**src/rtl/microwave_controller_if.sv**
```systemverilog
// Signal bundle between the microwave front panel / countdown timer and
// microwave_controller. master = controller side, slave = panel/timer side.
interface microwave_controller_if;
    // key_valid, start_btn and stop_btn are single-cycle strobes with no ready:
    // the controller samples them every rising edge and drops any it cannot use.
    logic       key_valid;
    logic [3:0] key_code;
    logic       start_btn;
    logic       stop_btn;
    logic       door_open;
    logic       timer_finished;
    logic       timer_load;
    logic [3:0] timer_digit;
    logic       timer_enabled;
    logic       magnetron_on;
    logic       beep;
    logic [2:0] digit_count;
    logic [2:0] state;

    modport master (
        input  key_valid, key_code, start_btn, stop_btn, door_open, timer_finished,
        output timer_load, timer_digit, timer_enabled, magnetron_on, beep,
               digit_count, state
    );

    modport slave (
        output key_valid, key_code, start_btn, stop_btn, door_open, timer_finished,
        input  timer_load, timer_digit, timer_enabled, magnetron_on, beep,
               digit_count, state
    );
endinterface

```
**src/rtl/microwave_controller.sv**
```systemverilog
// Front-panel FSM feeding a 4-digit BCD countdown timer: key loading, cook ticks,
// door interlock and end beep. Define MICROWAVE_QUICK_START_EN for the 00:30 quick start.
module microwave_controller #(
    parameter int TICK_DIV    = 50000000,
    parameter int BEEP_CYCLES = 100000000
) (
    input logic                    clk,
    input logic                    rst,
    microwave_controller_if.master bus
);

    typedef enum logic [2:0] {
        ST_IDLE    = 3'd0,
        ST_ENTRY   = 3'd1,
        ST_COOK    = 3'd2,
        ST_PAUSE   = 3'd3,
        ST_DONE    = 3'd4,
        ST_CLEAR   = 3'd5,
        ST_PRELOAD = 3'd6
    } state_e;

    localparam int PW = (TICK_DIV > 1) ? $clog2(TICK_DIV) : 1;
    localparam int BW = $clog2(BEEP_CYCLES + 1);

    state_e        state_q, state_d;
    logic [PW-1:0] presc_q, presc_d;
    logic [BW-1:0] beep_cnt_q, beep_cnt_d;
    logic [2:0]    seq_cnt_q, seq_cnt_d;
    logic          tick_seen_q, tick_seen_d;
    logic [2:0]    digit_count_q, digit_count_d;
    logic          timer_load_q, timer_load_d;
    logic [3:0]    timer_digit_q, timer_digit_d;
    logic          timer_enabled_q, timer_enabled_d;
    logic          magnetron_on_q, magnetron_on_d;
    logic          beep_q, beep_d;
    logic          valid_digit;
    logic          go_clear;

    assign valid_digit = bus.key_valid && (bus.key_code <= 4'd9);

    always_comb begin
        state_d         = state_q;
        presc_d         = presc_q;
        beep_cnt_d      = beep_cnt_q;
        seq_cnt_d       = seq_cnt_q;
        tick_seen_d     = tick_seen_q;
        digit_count_d   = digit_count_q;
        magnetron_on_d  = magnetron_on_q;
        beep_d          = beep_q;
        timer_load_d    = 1'b0;
        timer_digit_d   = 4'd0;
        timer_enabled_d = 1'b0;
        go_clear        = 1'b0;

        case (state_q)
            ST_IDLE: begin
`ifdef MICROWAVE_QUICK_START_EN
                if (!bus.stop_btn && bus.start_btn && !bus.door_open) begin
                    state_d       = ST_PRELOAD;
                    timer_load_d  = 1'b1;
                    seq_cnt_d     = 3'd1;
                    digit_count_d = 3'd1;
                end
`endif
                if (!bus.stop_btn && !bus.start_btn && valid_digit) begin
                    state_d       = ST_ENTRY;
                    timer_load_d  = 1'b1;
                    timer_digit_d = bus.key_code;
                    digit_count_d = 3'd1;
                end
            end

            ST_ENTRY: begin
                if (bus.stop_btn) begin
                    go_clear = 1'b1;
                end else if (bus.start_btn) begin
                    if (!bus.door_open) begin
                        state_d        = ST_COOK;
                        magnetron_on_d = 1'b1;
                        tick_seen_d    = 1'b0;
                    end
                end else if (valid_digit && (digit_count_q < 3'd4)) begin
                    timer_load_d  = 1'b1;
                    timer_digit_d = bus.key_code;
                    digit_count_d = digit_count_q + 3'd1;
                end
            end

            ST_COOK: begin
                // A finished flag seen before our first tick is left over from a previous cook.
                if (bus.timer_finished && tick_seen_q) begin
                    state_d        = ST_DONE;
                    magnetron_on_d = 1'b0;
                    beep_d         = 1'b1;
                    beep_cnt_d     = BW'(1);
                end else if (bus.door_open || bus.stop_btn) begin
                    state_d        = ST_PAUSE;
                    magnetron_on_d = 1'b0;
                end else if (presc_q == PW'(TICK_DIV - 1)) begin
                    presc_d         = '0;
                    timer_enabled_d = 1'b1;
                    tick_seen_d     = 1'b1;
                end else begin
                    presc_d = presc_q + PW'(1);
                end
            end

            ST_PAUSE: begin
                if (bus.stop_btn) begin
                    go_clear = 1'b1;
                end else if (bus.start_btn && !bus.door_open) begin
                    state_d        = ST_COOK;
                    magnetron_on_d = 1'b1;
                end
            end

            ST_DONE: begin
                if (bus.stop_btn || (!bus.start_btn && valid_digit)) begin
                    go_clear = 1'b1;
                end else if (beep_cnt_q == BW'(BEEP_CYCLES)) begin
                    go_clear = 1'b1;
                end else begin
                    beep_cnt_d = beep_cnt_q + BW'(1);
                end
            end

            ST_CLEAR: begin
                // seq_cnt_q counts zero-load pulses already issued.
                if (seq_cnt_q == 3'd4) begin
                    state_d       = ST_IDLE;
                    seq_cnt_d     = 3'd0;
                    digit_count_d = 3'd0;
                    presc_d       = '0;
                    tick_seen_d   = 1'b0;
                end else begin
                    timer_load_d = 1'b1;
                    seq_cnt_d    = seq_cnt_q + 3'd1;
                end
            end

`ifdef MICROWAVE_QUICK_START_EN
            ST_PRELOAD: begin
                if (bus.stop_btn) begin
                    go_clear = 1'b1;
                end else if (seq_cnt_q == 3'd4) begin
                    state_d        = ST_COOK;
                    seq_cnt_d      = 3'd0;
                    magnetron_on_d = 1'b1;
                    tick_seen_d    = 1'b0;
                end else begin
                    timer_load_d  = 1'b1;
                    timer_digit_d = (seq_cnt_q == 3'd2) ? 4'd3 : 4'd0;
                    seq_cnt_d     = seq_cnt_q + 3'd1;
                    digit_count_d = seq_cnt_q + 3'd1;
                end
            end
`endif

            default: begin
                state_d = ST_IDLE;
            end
        endcase

        // The first of the four zero loads goes out on the edge that enters CLEAR.
        if (go_clear) begin
            state_d        = ST_CLEAR;
            timer_load_d   = 1'b1;
            timer_digit_d  = 4'd0;
            seq_cnt_d      = 3'd1;
            magnetron_on_d = 1'b0;
            beep_d         = 1'b0;
        end
    end

    always_ff @(posedge clk or negedge rst) begin
        if (!rst) begin
            state_q         <= ST_IDLE;
            presc_q         <= '0;
            beep_cnt_q      <= '0;
            seq_cnt_q       <= 3'd0;
            tick_seen_q     <= 1'b0;
            digit_count_q   <= 3'd0;
            timer_load_q    <= 1'b0;
            timer_digit_q   <= 4'd0;
            timer_enabled_q <= 1'b0;
            magnetron_on_q  <= 1'b0;
            beep_q          <= 1'b0;
        end else begin
            state_q         <= state_d;
            presc_q         <= presc_d;
            beep_cnt_q      <= beep_cnt_d;
            seq_cnt_q       <= seq_cnt_d;
            tick_seen_q     <= tick_seen_d;
            digit_count_q   <= digit_count_d;
            timer_load_q    <= timer_load_d;
            timer_digit_q   <= timer_digit_d;
            timer_enabled_q <= timer_enabled_d;
            magnetron_on_q  <= magnetron_on_d;
            beep_q          <= beep_d;
        end
    end

    assign bus.timer_load    = timer_load_q;
    assign bus.timer_digit   = timer_digit_q;
    assign bus.timer_enabled = timer_enabled_q;
    assign bus.magnetron_on  = magnetron_on_q;
    assign bus.beep          = beep_q;
    assign bus.digit_count   = digit_count_q;
    assign bus.state         = state_q;

endmodule

```
**src/flat_wrapper.sv**
```systemverilog
// flat-port wrapper written by rule: the top's interface ports become plain ports
module microwave_controller_flat 
#(
    parameter int TICK_DIV    = 50000000,
    parameter int BEEP_CYCLES = 100000000
)
  (clk, rst, bus_key_valid, bus_key_code, bus_start_btn, bus_stop_btn, bus_door_open, bus_timer_finished, bus_timer_load, bus_timer_digit, bus_timer_enabled, bus_magnetron_on, bus_beep, bus_digit_count, bus_state);
  microwave_controller_if bus_i ();
  input logic clk;
  input logic rst;
  input wire logic [$bits(bus_i.key_valid)-1:0] bus_key_valid;
  input wire logic [$bits(bus_i.key_code)-1:0] bus_key_code;
  input wire logic [$bits(bus_i.start_btn)-1:0] bus_start_btn;
  input wire logic [$bits(bus_i.stop_btn)-1:0] bus_stop_btn;
  input wire logic [$bits(bus_i.door_open)-1:0] bus_door_open;
  input wire logic [$bits(bus_i.timer_finished)-1:0] bus_timer_finished;
  output wire logic [$bits(bus_i.timer_load)-1:0] bus_timer_load;
  output wire logic [$bits(bus_i.timer_digit)-1:0] bus_timer_digit;
  output wire logic [$bits(bus_i.timer_enabled)-1:0] bus_timer_enabled;
  output wire logic [$bits(bus_i.magnetron_on)-1:0] bus_magnetron_on;
  output wire logic [$bits(bus_i.beep)-1:0] bus_beep;
  output wire logic [$bits(bus_i.digit_count)-1:0] bus_digit_count;
  output wire logic [$bits(bus_i.state)-1:0] bus_state;
  assign bus_i.key_valid = bus_key_valid;
  assign bus_i.key_code = bus_key_code;
  assign bus_i.start_btn = bus_start_btn;
  assign bus_i.stop_btn = bus_stop_btn;
  assign bus_i.door_open = bus_door_open;
  assign bus_i.timer_finished = bus_timer_finished;
  assign bus_timer_load = bus_i.timer_load;
  assign bus_timer_digit = bus_i.timer_digit;
  assign bus_timer_enabled = bus_i.timer_enabled;
  assign bus_magnetron_on = bus_i.magnetron_on;
  assign bus_beep = bus_i.beep;
  assign bus_digit_count = bus_i.digit_count;
  assign bus_state = bus_i.state;
  microwave_controller #(.TICK_DIV(TICK_DIV), .BEEP_CYCLES(BEEP_CYCLES)) u_core (.clk(clk), .rst(rst), .bus(bus_i));
endmodule
```
**config.mk**
```make
export PLATFORM = sky130hd
export DESIGN_NAME = microwave_controller_flat
export DESIGN_NICKNAME = d
export VERILOG_FILES = /design/src/rtl/microwave_controller_if.sv /design/src/rtl/microwave_controller.sv /design/src/flat_wrapper.sv
export SDC_FILE = /design/constraint.sdc
export NUM_CORES = 1
export LEC_CHECK = 0
export ABC_AREA = 1
export CAP_MARGIN = 0
export CORE_ASPECT_RATIO = 0.8
export CORE_UTILIZATION = 55
export CTS_BUF_LIST = sky130_fd_sc_hd__clkbuf_8
export CTS_CLUSTER_SIZE = 24
export DETAILED_ROUTE_END_ITERATION = 8
export PLACE_DENSITY = 0.73
export SYNTH_ARGS = -nofsm -noshare
export SYNTH_HDL_FRONTEND = slang
export SYNTH_SLANG_ARGS = --single-unit
```
**constraint.sdc**
```tcl
create_clock -name clk -period 2.05 [get_ports clk]
set_input_delay 0.41 -clock clk [delete_from_list [all_inputs] [get_ports clk]]
set_output_delay 0.41 -clock clk [all_outputs]
set_load 0.01 [all_outputs]
```
==> results of run 1 <==
cell families (layout without fill, tap and decap cells):
group                      Yosys count  in the layout
DFF                                 71             71
buffers and inverters              101            148
and+or+nand+nor                    502            502
xor gates and xnor gates            20             20
AOI/OAI and AO/OA                   49             49
adders and majority gates            6              6
sequential cells by signal, summed over array words and instances, names as in the netlist:
name	count
u_core.bus.timer_digit	4
u_core.seq_cnt_q	3
u_core.bus.digit_count	3
u_core.bus.timer_load	1
u_core.beep_cnt_q	27
u_core.presc_q	26
u_core.bus.state	3
u_core.tick_seen_q	1
u_core.bus.timer_enabled	1
u_core.bus.beep	1
u_core.bus.magnetron_on	1
Yosys cell counts (2+ instances only):
cell type / count / area share (%)
nand2_1: 241 / 19
nor2_1: 141 / 11
inv_1: 80 / 6.2
dfrtp_1: 71 / 37
nand3_1: 65 / 6.7
o21ai_0: 33 / 3.4
nand4_1: 28 / 3.6
xor2_1: 18 / 3.3
nor3_1: 10 / 1.0
buf_4: 6 / 0.93
ha_1: 6 / 1.5
o21ai_1: 6 / 0.62
a21oi_1: 5 / 0.52
clkbuf_1: 5 / 0.39
inv_2: 5 / 0.39
nor2_2: 5 / 0.64
buf_2: 3 / 0.31
nand2_2: 3 / 0.39
buf_6: 2 / 0.46
nand2_4: 2 / 0.46
nor2_4: 2 / 0.46
xnor2_1: 2 / 0.36
timing repair:
item,4_1_cts,5_1_grt
setup buffers,0,0
setup endpoints to repair,1,0
gates resized for setup,1,0
routing by layer:
metal / part of all wire, % / vias up / GRT usage [%]
met5: 0 / - / 0
met4: 0.80 / 0 / 7.72
met3: 8.1 / 9 / 5.47
met2: 41 / 161 / 44.0
met1: 50 / 2239 / 44.4
li1: - / 2449 / -
report_power, final:
group          switching, mW  internal [mW]
registers              0.523           1.80
clock network          0.589          0.477
logic                   1.52          0.978
per-stage QoR:
step	hold slack, ns	util (%)
2_1_floorplan	0.114	-
3_3_place_gp	0.383	62.9
3_5_place_dp	0.385	62.9
4_1_cts	0.0101	65.1
5_1_grt	0.0197	65.1
6_report	-0.00556	65.1
path summary, 6_finish.rpt:
check | cells after the start | to | slack (ns)
worst max-delay path | 1 | bus_state[0] | 0.08
max in group asynchronous | 2 | u_core.beep_cnt_q[17] | 1.50
worst min-delay path | 1 | u_core.presc_q[20] | -0.006
min in group clk | 2 | u_core.tick_seen_q | 0.49
worst min register to register | 2 | u_core.tick_seen_q | 0.49
worst max register to register | 7 | u_core.presc_q[22] | 0.25
cell type report:
cell class,instances,area [µm²],area share (%)
Clock buffer,10,138,2.48
Clock inverter,6,45.0,0.812
Inverter,85,319,5.75
Multi-Input combinational cell,577,2650,47.8
Sequential cell,71,1780,32.1
Tap cell,112,140,2.53
Timing Repair Buffer,47,473,8.53
==> results.sh, run 1 <==
export IMPL_gp_congestion=0.969
export IMPL_synth_top_family_by_area="simple AND/OR/NAND/NOR gates"
export IMPL_finalPower_mw=5.88
export IMPL_setup_viol=0
export IMPL_worst_pin_slew_ns=0.487
export IMPL_synth_avg_cell_area_um2=6.47
export IMPL_synth_fa_ha_area_share_pct=1.55
export IMPL_gr_total_overflow=0
export IMPL_final_nets=808
export IMPL_root_buffer="clkbuf_8"
export IMPL_io_pins=25
export IMPL_synth_cells=749
export IMPL_power_density_mw_per_mm2=1060
export IMPL_min_path_type="input port to asynchronous set/reset pin"
export IMPL_cts_tree="done"
export IMPL_clk_pin_slew_ns=0.08
export IMPL_clkSinkCount=71
export IMPL_netlist_area_mm2=0.00485
export IMPL_via_count=4858
export IMPL_slew_viol_final=0
export IMPL_die_h_um=86.0
export IMPL_dpl_instance_area_mm2=0.00536
export IMPL_final_common_cell="nand2_1"
export IMPL_startpoint_type="register"
export IMPL_antennaDiodeCount=0
export IMPL_fin_crit_sh_pct=96.3
export IMPL_skew_ns=0.00992
export IMPL_critical_path_slowest_cell="clkdlybuf4s50_1"
export IMPL_path_buf_inv=1
export IMPL_timing_fmax_mhz=507
export IMPL_drtAntennaViolNets=0
export IMPL_grt_pass1_wl_um=21400
export IMPL_via_per_inst=5.35
export IMPL_path_delay_family="buffers and inverters"
export IMPL_synth_distinct_cells=32
export IMPL_io_buffers=24
export IMPL_yosysWarnings=0
export IMPL_synth_simple_area_share_pct=44.1
export IMPL_syn_nets=766
export IMPL_synth_edf_count=0
export IMPL_violations="hold timing"
export IMPL_grt_max_degree=43
export IMPL_synth_area_mux_share_pct=0
export IMPL_max_stage_delay_ns=0.62
export IMPL_drcViolationCount=0
export IMPL_ir_worst_vdd_mv=0.629
export IMPL_row_count=30
export IMPL_cp_cell_sequence="clkdlybuf4s50_1"
export IMPL_first_iter_violations=334
export IMPL_grt_pass1_vias=4530
export IMPL_synth_compound_area_share_pct=5.47
export IMPL_setup_ws_ns=0.0759
export IMPL_maxCapViolCount=0
export IMPL_fillCellCount=785
export IMPL_antenna_found_initial=0
export IMPL_synth_xor_area_share_pct=3.61
export IMPL_final_hold_viol_count=3
export IMPL_cp_startpoint="u_core.bus.state[0]"
export IMPL_dp_hpwl_um=9410
export IMPL_cts_buffers=9
export IMPL_fin_area_mm2=0.00555
export IMPL_synth_seq_cells=71
export IMPL_final_cell_mix="nand2_1, nor2_1, inv_1, dfrtp_1, nand3_1"
export IMPL_dr_pass1_iters=5
export IMPL_arrival_ns=1.56
export IMPL_rsz0062_at_grt="false"
export IMPL_holdBufCountCts=0
export IMPL_required_ns=1.64
export IMPL_fin_cells=908
export IMPL_p_leak_nw=2.55
export IMPL_critPathKind="register to primary output"
export IMPL_dieArea_mm2=0.00920
export IMPL_async_flop_share_pct=100
export IMPL_cp_max_fo=9
export IMPL_area_delta_synth_final_pct=14.3
export IMPL_dpl_cell_count=892
export IMPL_synth_flop_cell="dfrtp_1"
export IMPL_clock_latency_ns=0.35
export IMPL_final_layout_size_suffix_gt1_share_pct=7.66
export IMPL_initial_core_util_pct=56.9
export IMPL_core_area_mm2=0.00852
export IMPL_die_w_um=107
export IMPL_fin_tns_setup_ns=0
export IMPL_dp_slack_ns=-0.00365
export IMPL_holdWs_ns=-0.00556
export IMPL_seq_area_frac_synth_pct=36.6
export IMPL_min_period_ns=1.97
export IMPL_worstReg2RegStart="u_core.presc_q[12]"
export IMPL_end_kind="primary output"
export IMPL_drt_total_wl_um=12500
export IMPL_cts_max_level=3
export IMPL_status="finished, violations left"
export IMPL_cts_max_path_buffers=2
export IMPL_grt_usage_pct=29.7
export IMPL_slew_limit_headroom_pct=67.3
export IMPL_wl_per_cell_um=13.8
Note: power is estimated with default switching activity, not from simulation.
==> run 2: changes to the inputs <==
Settings changed: CORE_MARGIN set to 3, CTS_CLUSTER_SIZE 24 to not set.
==> results.sh, run 2 (synthesis results as in run 1) <==
export IMPL_cts_buffers=9
export IMPL_r2r_cells=7
export IMPL_holdWs_ns=0.479
export IMPL_path_buf_inv=1
export IMPL_slew_limit_headroom_pct=70.9
export IMPL_cp_cell_sequence="clkdlybuf4s50_1"
export IMPL_initial_core_util_pct=58.9
export IMPL_finalPower_mw=5.89
export IMPL_fin_area_mm2=0.00558
export IMPL_setup_viol=0
export IMPL_required_ns=1.64
export IMPL_fin_tns_setup_ns=0
export IMPL_via_per_inst=5.50
export IMPL_cts_tree="done"
export IMPL_end_kind="primary output"
export IMPL_area_delta_synth_final_pct=15.0
export IMPL_largest_reg_flops=27
export IMPL_clk_pin_slew_ns=0.07
export IMPL_wl_per_cell_um=14.2
export IMPL_io_pins=25
export IMPL_dieArea_mm2=0.00999
export IMPL_row_count=29
export IMPL_path_delay_family="buffers and inverters"
export IMPL_status="complete, no violations"
export IMPL_fin_cells=909
export IMPL_dp_hpwl_um=9760
export IMPL_cts_max_level=3
export IMPL_setup_ws_ns=0.0608
export IMPL_cts_max_path_buffers=2
export IMPL_drcViolationCount=0
export IMPL_dpl_cell_count=896
export IMPL_ir_worst_vdd_mv=0.909
export IMPL_grt_usage_pct=26.8
export IMPL_final_layout_size_suffix_gt1_share_pct=8.11
export IMPL_min_path_type="input port to asynchronous set/reset pin"
export IMPL_dpl_instance_area_mm2=0.00539
export IMPL_fin_crit_sh_pct=97.0
export IMPL_grt_pass1_wl_um=22000
export IMPL_maxCapViolCount=0
export IMPL_drt_total_wl_um=12900
export IMPL_antennaDiodeCount=0
export IMPL_seq_area_mm2=0.00178
export IMPL_core_area_mm2=0.00824
export IMPL_startpoint_type="register"
export IMPL_rsz0062_at_grt="false"
export IMPL_final_nets=817
export IMPL_cp_max_fo=9
export IMPL_p_leak_nw=2.59
export IMPL_arrival_ns=1.58
export IMPL_top_register="u_core.beep_cnt_q"
export IMPL_finish_utilization_pct=67.7
export IMPL_clkSinkCount=71
export IMPL_via_count=4995
export IMPL_fillCellCount=740
export IMPL_worst_pin_slew_ns=0.434
export IMPL_dr_pass1_iters=6
export IMPL_clock_latency_ns=0.36
export IMPL_final_cell_mix="nand2_1, nor2_1, inv_1, dfrtp_1, nand3_1"
export IMPL_grt_pass1_vias=4639
export IMPL_gr_total_overflow=0
export IMPL_grt_max_degree=43
export IMPL_cp_num_cells=1
export IMPL_max_stage_delay_ns=0.62
export IMPL_first_iter_violations=515
export IMPL_final_common_cell="nand2_1"
export IMPL_skew_ns=0.00539
export IMPL_dp_slack_ns=0.00283
export IMPL_slew_viol_final=0
export IMPL_die_h_um=90.0
export IMPL_gp_congestion=0.983
export IMPL_power_density_mw_per_mm2=1060
export IMPL_multi_input_area_mm2=0.00265
export IMPL_final_hold_viol_count=0
export IMPL_antenna_found_initial=0
export IMPL_timing_fmax_mhz=503
export IMPL_io_buffers=24
export IMPL_critPathKind="register to primary output"
export IMPL_min_period_ns=1.99
export IMPL_critical_path_slowest_cell="clkdlybuf4s50_1"
export IMPL_root_buffer="clkbuf_8"
export IMPL_die_w_um=111
export IMPL_drtAntennaViolNets=0
-- run 2: cell count changes in the layout (fill, tap and decap cells not counted) --
cell	change
buf_12	-2
buf_4	+10
bufinv_16	+1
clkinv_4	-1
clkinvlp_4	-3
dlygate4sd3_1	+1
inv_6	-1
-- run 2: worst paths after layout --
| kind | slack (ns) | to | startpoint |
|---|---|---|---|
| max | 0.06 | bus_state[0] | u_core.bus.state[0] |
| min reg2reg | 0.50 | u_core.tick_seen_q | u_core.tick_seen_q |
| max in group asynchronous | 0.98 | u_core.beep_cnt_q[10] | rst |
| min | 0.48 | u_core.presc_q[9] | rst |
| min in group clk | 0.50 | u_core.tick_seen_q | u_core.tick_seen_q |
| max reg2reg | 0.20 | u_core.presc_q[5] | u_core.presc_q[11] |
-- run 2: per-layer routing --
| layer | GRT usage (%) | share of wire, % |
|---|---|---|
| met1 | 40.0 | 48 |
| met2 | 38.4 | 42 |
| met3 | 6.71 | 8.6 |
| met4 | 8.00 | 1.6 |
| met5 | 0 | 0 |
-- run 2: layout make-up --
type,instances,share of cell area (%)
clock buffers,10,2.47
clock inverters,2,0.628
inverters,85,5.72
multi-input cells,577,47.6
flip-flops and latches,71,31.9
well taps,108,2.42
repair buffers,56,9.29
-- run 2: report_power, final --
group | internal [mW] | switching (mW)
registers | 1.80 | 0.513
logic | 0.967 | 1.52
clock network | 0.566 | 0.519
-- run 2: repair_timing --
action | 4_1_cts | 5_1_grt
buffers inserted | 0 | 0
gates resized for setup | 1 | 0
hold buffers | 1 | 0
endpoints found under the hold margin | 20 | 0
endpoints found under the setup margin | 1 | 0
==> run 3: changes to the inputs <==
Settings changed: CORE_UTILIZATION 55 to 58, PLACE_DENSITY 0.73 to 0.76.
==> results.sh, run 3 (synthesis results as in run 1) <==
export IMPL_critPathKind="register to primary output"
export IMPL_max_stage_delay_ns=0.60
export IMPL_area_delta_synth_final_pct=14.9
export IMPL_worst_pin_slew_ns=0.568
export IMPL_die_h_um=87.8
export IMPL_cts_max_path_buffers=2
export IMPL_drtAntennaViolNets=0
export IMPL_final_common_cell="nand2_1"
export IMPL_gp_congestion=0.981
export IMPL_final_layout_size_suffix_gt1_share_pct=8.11
export IMPL_die_w_um=108
export IMPL_startpoint_type="register"
export IMPL_antenna_found_initial=0
export IMPL_dieArea_mm2=0.00950
export IMPL_final_nets=813
export IMPL_cts_buffers=9
export IMPL_slew_limit_headroom_pct=61.9
export IMPL_wl_per_cell_um=14.5
export IMPL_grt_max_degree=43
export IMPL_cp_max_fo=12
export IMPL_initial_core_util_pct=60.5
export IMPL_dp_hpwl_um=9960
export IMPL_row_count=29
export IMPL_rsz0062_at_grt="false"
export IMPL_grt_use_met3_pct=7.59
export IMPL_arrival_ns=1.51
export IMPL_first_iter_violations=484
export IMPL_ir_worst_vdd_mv=0.765
export IMPL_r2r_cells=10
export IMPL_final_hold_viol_count=0
export IMPL_power_density_mw_per_mm2=1070
export IMPL_finish_utilization_pct=69.5
export IMPL_use_met2_pct=44.6
export IMPL_met1_usage_pct=43.8
export IMPL_root_buffer="clkbuf_8"
export IMPL_dr_pass1_iters=7
export IMPL_final_cell_mix="nand2_1, nor2_1, inv_1, dfrtp_1, nand3_1"
export IMPL_status="complete, no violations"
export IMPL_drt_total_wl_um=13200
export IMPL_cp_cell_sequence="clkdlybuf4s50_1"
export IMPL_drcViolationCount=0
export IMPL_clk_pin_slew_ns=0.08
export IMPL_min_period_ns=1.92
export IMPL_slew_viol_final=0
export IMPL_core_area_mm2=0.00802
export IMPL_via_per_inst=5.50
export IMPL_setup_viol=0
export IMPL_cp_num_cells=1
export IMPL_antennaDiodeCount=0
export IMPL_path_delay_family="buffers and inverters"
export IMPL_fin_crit_sh_pct=93.7
export IMPL_gr_total_overflow=0
export IMPL_grt_usage_pct=29.9
export IMPL_end_kind="primary output"
export IMPL_io_buffers=24
export IMPL_clkSinkCount=71
export IMPL_fillCellCount=730
export IMPL_required_ns=1.64
export IMPL_top_register="u_core.beep_cnt_q"
export IMPL_cts_max_level=3
export IMPL_cts_tree="done"
export IMPL_io_pins=25
export IMPL_clock_latency_ns=0.36
export IMPL_critical_path_slowest_cell="clkdlybuf4s50_1"
export IMPL_min_path_type="input port to asynchronous set/reset pin"
export IMPL_grt_pass1_wl_um=22400
export IMPL_largest_reg_flops=27
export IMPL_busiest_layer="met2"
export IMPL_skew_ns=0.0107
export IMPL_timing_fmax_mhz=521
export IMPL_via_count=4999
export IMPL_p_leak_nw=2.59
export IMPL_fin_tns_setup_ns=0
export IMPL_ff2ff_setup_slack_ns=0.17
export IMPL_path_buf_inv=1
export IMPL_grt_pass1_vias=4620
export IMPL_maxCapViolCount=0
-- run 3: timing repair --
item	4_1_cts	5_1_grt
buffers inserted	0	0
gates resized for setup	1	1
setup endpoints to repair	1	1
hold buffers	0	0
-- run 3: metal layers --
metal  wire, µm  up-vias
li1           -     2462
met1       6180     2314
met5          0        -
met3       1250       20
met2       5570      203
met4        163        0
-- run 3: layout make-up --
class	count	area, µm²	area share (%)
flip-flops and latches	71	1780	31.9
well taps	108	135	2.42
clock inverters	6	52.6	0.943
inverters	85	319	5.72
clock buffers	10	138	2.47
repair buffers	52	498	8.93
multi-input cells	577	2650	47.6
-- run 3: through the flow --
stage | setup slack [ns] | std cells | hold WS, ns | total power [mW] | area, µm²
2_1_floorplan | 0.419 | 749 | 0.114 | 3.90 | 4850
3_3_place_gp | 0.0661 | 893 | 0.399 | 4.67 | 5380
3_5_place_dp | 0.00519 | 893 | 0.408 | 4.78 | 5380
4_1_cts | 0.0511 | 909 | 0.0221 | 5.92 | 5570
5_1_grt | 0.0331 | 909 | 0.0309 | 6.39 | 5570
6_report | 0.129 | 909 | 0.0139 | 5.94 | 5570
-- run 3: worst paths after layout --
path	start	endpoint
setup / recovery	u_core.bus.state[2]	bus_state[2]
hold / removal	rst	u_core.presc_q[9]
setup reg to reg	u_core.presc_q[5]	u_core.presc_q[25]
hold reg to reg	u_core.tick_seen_q	u_core.tick_seen_q
max in group asynchronous	rst	u_core.presc_q[17]
min in group clk	u_core.tick_seen_q	u_core.tick_seen_q
-- run 3: report_power, final --
group / switching [mW] / internal (mW) / total [mW] / leakage, nW
clock: 0.546 / 0.581 / 1.13 / 0.108
combinational: 1.54 / 0.953 / 2.49 / 1.54
sequential: 0.525 / 1.80 / 2.33 / 0.945
==> RTL change 1 (config.mk and constraints of run 2) <==
The option `MICROWAVE_QUICK_START_EN` is turned on by a define.
--- a/src/rtl/microwave_controller.sv
+++ b/src/rtl/microwave_controller.sv
@@ -2,2 +2,4 @@
 // door interlock and end beep. Define MICROWAVE_QUICK_START_EN for the 00:30 quick start.
+`define MICROWAVE_QUICK_START_EN
+
 module microwave_controller #(
Behaviour: not the same (a bounded check fails within 4 cycles, from zero or initial values and one cycle with rst low).
==> RTL change 1 against run 2 <==
Cell area is 0.47% lower. Non-clock buffer count down 13. Cell count fell by 0.11%. Routed wire length fell by 0.36%. Total power fell by 0.88%. Sequential cell count is the same. Setup slack better by 0.045 ns. Area after synthesis about the same. Critical path type unchanged. Largest cell class unchanged. Largest power group unchanged. Highest routed layer unchanged.
==> RTL change 1: results (changes against run 2) <==
* Status: finished, final reports clean
* Post-Syn Instances at 756 (+0.93%)
* Largest net degree at the start of global routing at 43 (unchanged)
* Max Clock Skew at 0.0178 ns (+0.0124 ns)
* Clock-pin slew on the worst setup and hold paths at 0.09 ns (+0.02 ns)
* Vias in the first global route at 4478 (-3.5%)
* HP Class: input port to async pin
* Peak supply drop at 0.643 mV (-29%)
* Netlist cell types at 32 (unchanged)
* Share of layout cells above drive strength 1 at 0.0725 (-0.00865)
* Worst R2R Start: u_core.bus.state[1]
* Post-DP HPWL at 9500 µm (-2.6%)
* CP max-delay cell: clkdlybuf4s50_1
* CP arrival at 1.53 ns (-0.05 ns)
* Clk buf depth at 2 (unchanged)
* R2r setup slk at 0.15 ns (-0.05 ns)
* Commonest cells in the synthesized netlist: nand2_1, nor2_1, inv_1
* Max reg flops at 27 (unchanged)
* Worst-Skew Late Latency at 0.38 ns (+0.02 ns)
* Worst setup SP type: flop
* RePlAce Congestion at 0.964 (-1.9%)
* Via density at 5.41 (-1.6%)
* Initial antenna violation count at 0 (unchanged)
* Root Buffer: clkbuf_8
* Asr flop ratio synth at 1.00 (unchanged)
* Final setup fails at 0 (unchanged)
* Nets at 814 (-0.37%)
* CP max stage delay at 0.61 ns
* Top_reg_cell synth: dfrtp_1
* Fin cells at 908 (-0.11%)
* DRT iter0 DRCs at 408 (-21%)
* Crit path max-delay family: buffers and inverters
* Slew Limit Headroom at 0.701 (-0.00760)
* Max H-tree Level at 3 (unchanged)
* Fillcell total at 768 (+3.8%)
* Ranking of synthesized cells by area: dfrtp_1, nand2_1, nor2_1
* Drt wl/cell at 14.2 µm (-0.25%)
* Most flop-heavy register: u_core.beep_cnt_q
* GRT Overall Usage at 0.263 (-0.00516)
* CTS buffer count at 9 (unchanged)
* Lkg Pwr at 2.66 nW (+2.7%)
* First-pass GRT wire length at 21600 µm (-1.8%)
* Router iterations before antenna repair at 5 (-1)
* CP max FO at 8 (-1)
* Mapped Nets at 774 (+1.0%)
* # port buffers at 24 (unchanged)
* Yosys warning count at 0 (unchanged)
* Sequential fraction of the synthesis area at 0.366 (about the same)
* Antenna Cells at 0 (unchanged)
* Placed cells at 891 (-0.56%)
## RTL change 1: where the power goes
part / switching [mW] / internal [mW]
clock: 0.580 / 0.679
sequential: 0.356 / 1.71
combinational: 1.62 / 0.892
total: 2.55 / 3.28
## RTL change 1: final cells by class
class	count	area, µm²	area share
well taps	108	135	0.0244
clock buffers	9	124	0.0223
repair buffers	43	420	0.0758
multi-input cells	589	2690	0.485
flip-flops and latches	71	1780	0.320
clock inverters	6	86.3	0.0156
inverters	82	313	0.0564
## RTL change 1: path summary, 6_finish.rpt
kind | end | depth (start not counted)
worst max-delay path | bus_state[1] | 1
worst min register to register | u_core.tick_seen_q | 2
min in group clk | u_core.tick_seen_q | 2
worst min-delay path | u_core.bus.digit_count[2] | 2
max in group asynchronous | u_core.beep_cnt_q[8] | 3
worst max register to register | u_core.bus.state[0] | 8
## RTL change 1: timing repair
| item | 4_1_cts | 5_1_grt |
|---|---|---|
| setup endpoints to repair | 0 | 16 |
| gates resized for setup | 0 | 5 |
| setup buffers | 0 | 1 |
| endpoints found under the hold margin | 27 | 0 |
| hold buffers | 1 | 0 |
## RTL change 1: metrics by stage
stage	cell area (µm²)	total power, mW	hold WS, ns	worst slack, ns
after floorplan	4850	3.74	0.114	0.346
after global routing	5550	6.29	0.540	-0.0334
after global placement	5290	4.46	0.380	0.0435
after CTS	5510	5.80	0.510	0.0135
after detailed placement	5290	4.54	0.378	0.0222
final	5550	5.84	0.505	0.106
## RTL change 1: metal layers
layer	global-route usage	share of wire	vias to the layer above	routed length, µm
li1	-	-	2452	-
met2	0.372	0.42	215	5430
met5	0	0	-	0
met1	0.397	0.47	2224	6060
met4	0.0605	0.012	0	154
met3	0.0765	0.094	20	1210
## RTL change 1: cell families after synthesis
logic type / after synthesis / share of synthesized area
buffers and inverters: 96 / 0.0810
and+or+nand+nor: 508 / 0.438
xor gates and xnor gates: 22 / 0.0397
adders and majority gates: 7 / 0.0181
AOI/OAI and AO/OA: 52 / 0.0567
DFF: 71 / 0.366
==> RTL change 2 (flow settings as in run 2) <==
Made on the original files. One comparison of `beep_cnt_q` changes from == to >=.
--- a/src/rtl/microwave_controller.sv
+++ b/src/rtl/microwave_controller.sv
@@ -119,3 +119,3 @@
                     go_clear = 1'b1;
-                end else if (beep_cnt_q == BW'(BEEP_CYCLES)) begin
+                end else if (beep_cnt_q >= BW'(BEEP_CYCLES)) begin
                     go_clear = 1'b1;
Behaviour: same outputs for any inputs over 10 cycles, from zero or initial values and one cycle with rst low; that may be too few to reach the edited logic, so the function may still have changed.
==> RTL change 2 against run 2 <==
Via count fell by 7.2%. Setup slack improved by 0.079 ns. Total power fell by 12%. Area after synthesis fell by 2.9%. Cell area fell by 3.6%. Sequential share of layout area rose by 1.2 points. Routed wire length fell by 6.9%. Sequential cell count did not move. Largest cell class unchanged. Highest routed layer unchanged.
==> RTL change 2: results (changes against run 2) <==
* Post-DP HPWL at 9080 µm (-6.9%)
* CP max FO at 8 (-1)
* Nets at 751 (-8.1%)
* Router iterations before antenna repair at 5 (-1)
* CP max stage delay at 0.60 ns (-0.02 ns)
* Vias in the first global route at 4229 (-8.8%)
* Netlist cell types at 34 (+6.3%)
* GRT Overall Usage at 0.269 (+0.000851)
* First-pass GRT wire length at 20400 µm (-7.1%)
* Mapped Nets at 708 (-7.6%)
* Placed cells at 830 (-7.4%)
* R2r setup slk at 0.15 ns (-0.05 ns)
* Slew Limit Headroom at 0.654 (-0.0543)
* Sequential power share at 0.370 (-0.023)
* CP endpoint: bus_state[2]
* Max Clock Skew at 0.00938 ns (+0.00399 ns)
* Fin cells at 846 (-6.9%)
* Ranking of synthesized cells by area: dfrtp_1, nand2_1, nor2_1
* Largest net degree at the start of global routing at 44 (+2.3%)
* DR vias at 4634 (-7.2%)
* HP Class: flop to flop
* Commonest cells in the synthesized netlist: nand2_1, nor2_1, dfrtp_1
* Placement Setup Slack at -0.0336 ns (-0.0365 ns)
* RePlAce Congestion at 0.981 (-0.12%)
* Placed cell area at 5180 µm² (-4.0%)
* Peak supply drop at 0.456 mV (-50%)
* Sequential fraction of the synthesis area at 0.377 (+0.0110)
* Reg2reg end: u_core.presc_q[17]
* Share of layout cells above drive strength 1 at 0.0908 (+0.00964)
* Status: finished, final reports clean
* Worst setup path start: u_core.bus.state[2]
* CP arrival at 1.50 ns (-0.08 ns)
* Lkg Pwr at 2.35 nW (-9.1%)
* Post-synthesis average cell area at 6.81 µm² (+5.2%)
## RTL change 2: cell type report
type | count | area, µm²
clock inverter | 6 | 62.6
fill | 733 | 2750
timing repair buffer | 46 | 455
inverter | 71 | 267
clock buffer | 9 | 124
sequential | 71 | 1780
multi-input combinational | 535 | 2560
tap | 108 | 135
## RTL change 2: stage by stage
step,hold WS (ns),setup TNS (ns)
finish,0.491,0
global route,0.524,0
CTS,0.490,0
detailed placement,0.364,-0.0478
global placement,0.359,0
floorplan,0.114,0
## RTL change 2: how the worst min path moves through the flow
stage                                      end  slack [ns]  cells past startpoint
after floorplan           u_core.beep_cnt_q[0]        0.11                      0
after global placement      u_core.presc_q[24]        0.36                      1
after detailed placement    u_core.presc_q[24]        0.36                      1
after CTS                   u_core.tick_seen_q        0.49                      2
after global routing        u_core.tick_seen_q        0.52                      2
final                       u_core.tick_seen_q        0.49                      2
## RTL change 2: cell families after synthesis
logic type      after synthesis  synth area share
flops                        71             0.377
fa+ha+maj                     6            0.0159
buf+inv                      85            0.0803
simple gates                442             0.405
compound gates               56            0.0632
mux                           1           0.00213
xor+xnor                     30            0.0558
## RTL change 2: routing by layer
layer | wire [µm] | GRT usage | share of wire | vias up
li1 | - | - | - | 2276
met1 | 5950 | 0.405 | 0.50 | 2155
met2 | 4890 | 0.383 | 0.41 | 191
met3 | 1030 | 0.0715 | 0.086 | 12
met4 | 136 | 0.0713 | 0.011 | 0
met5 | 0 | 0 | 0 | -
## RTL change 2: repair_timing
| item | in CTS | in global routing |
|---|---|---|
| hold buffers | 1 | 0 |
| endpoints found under the hold margin | 28 | 0 |
| gates resized for setup | 0 | 1 |
| endpoints found under the setup margin | 0 | 1 |
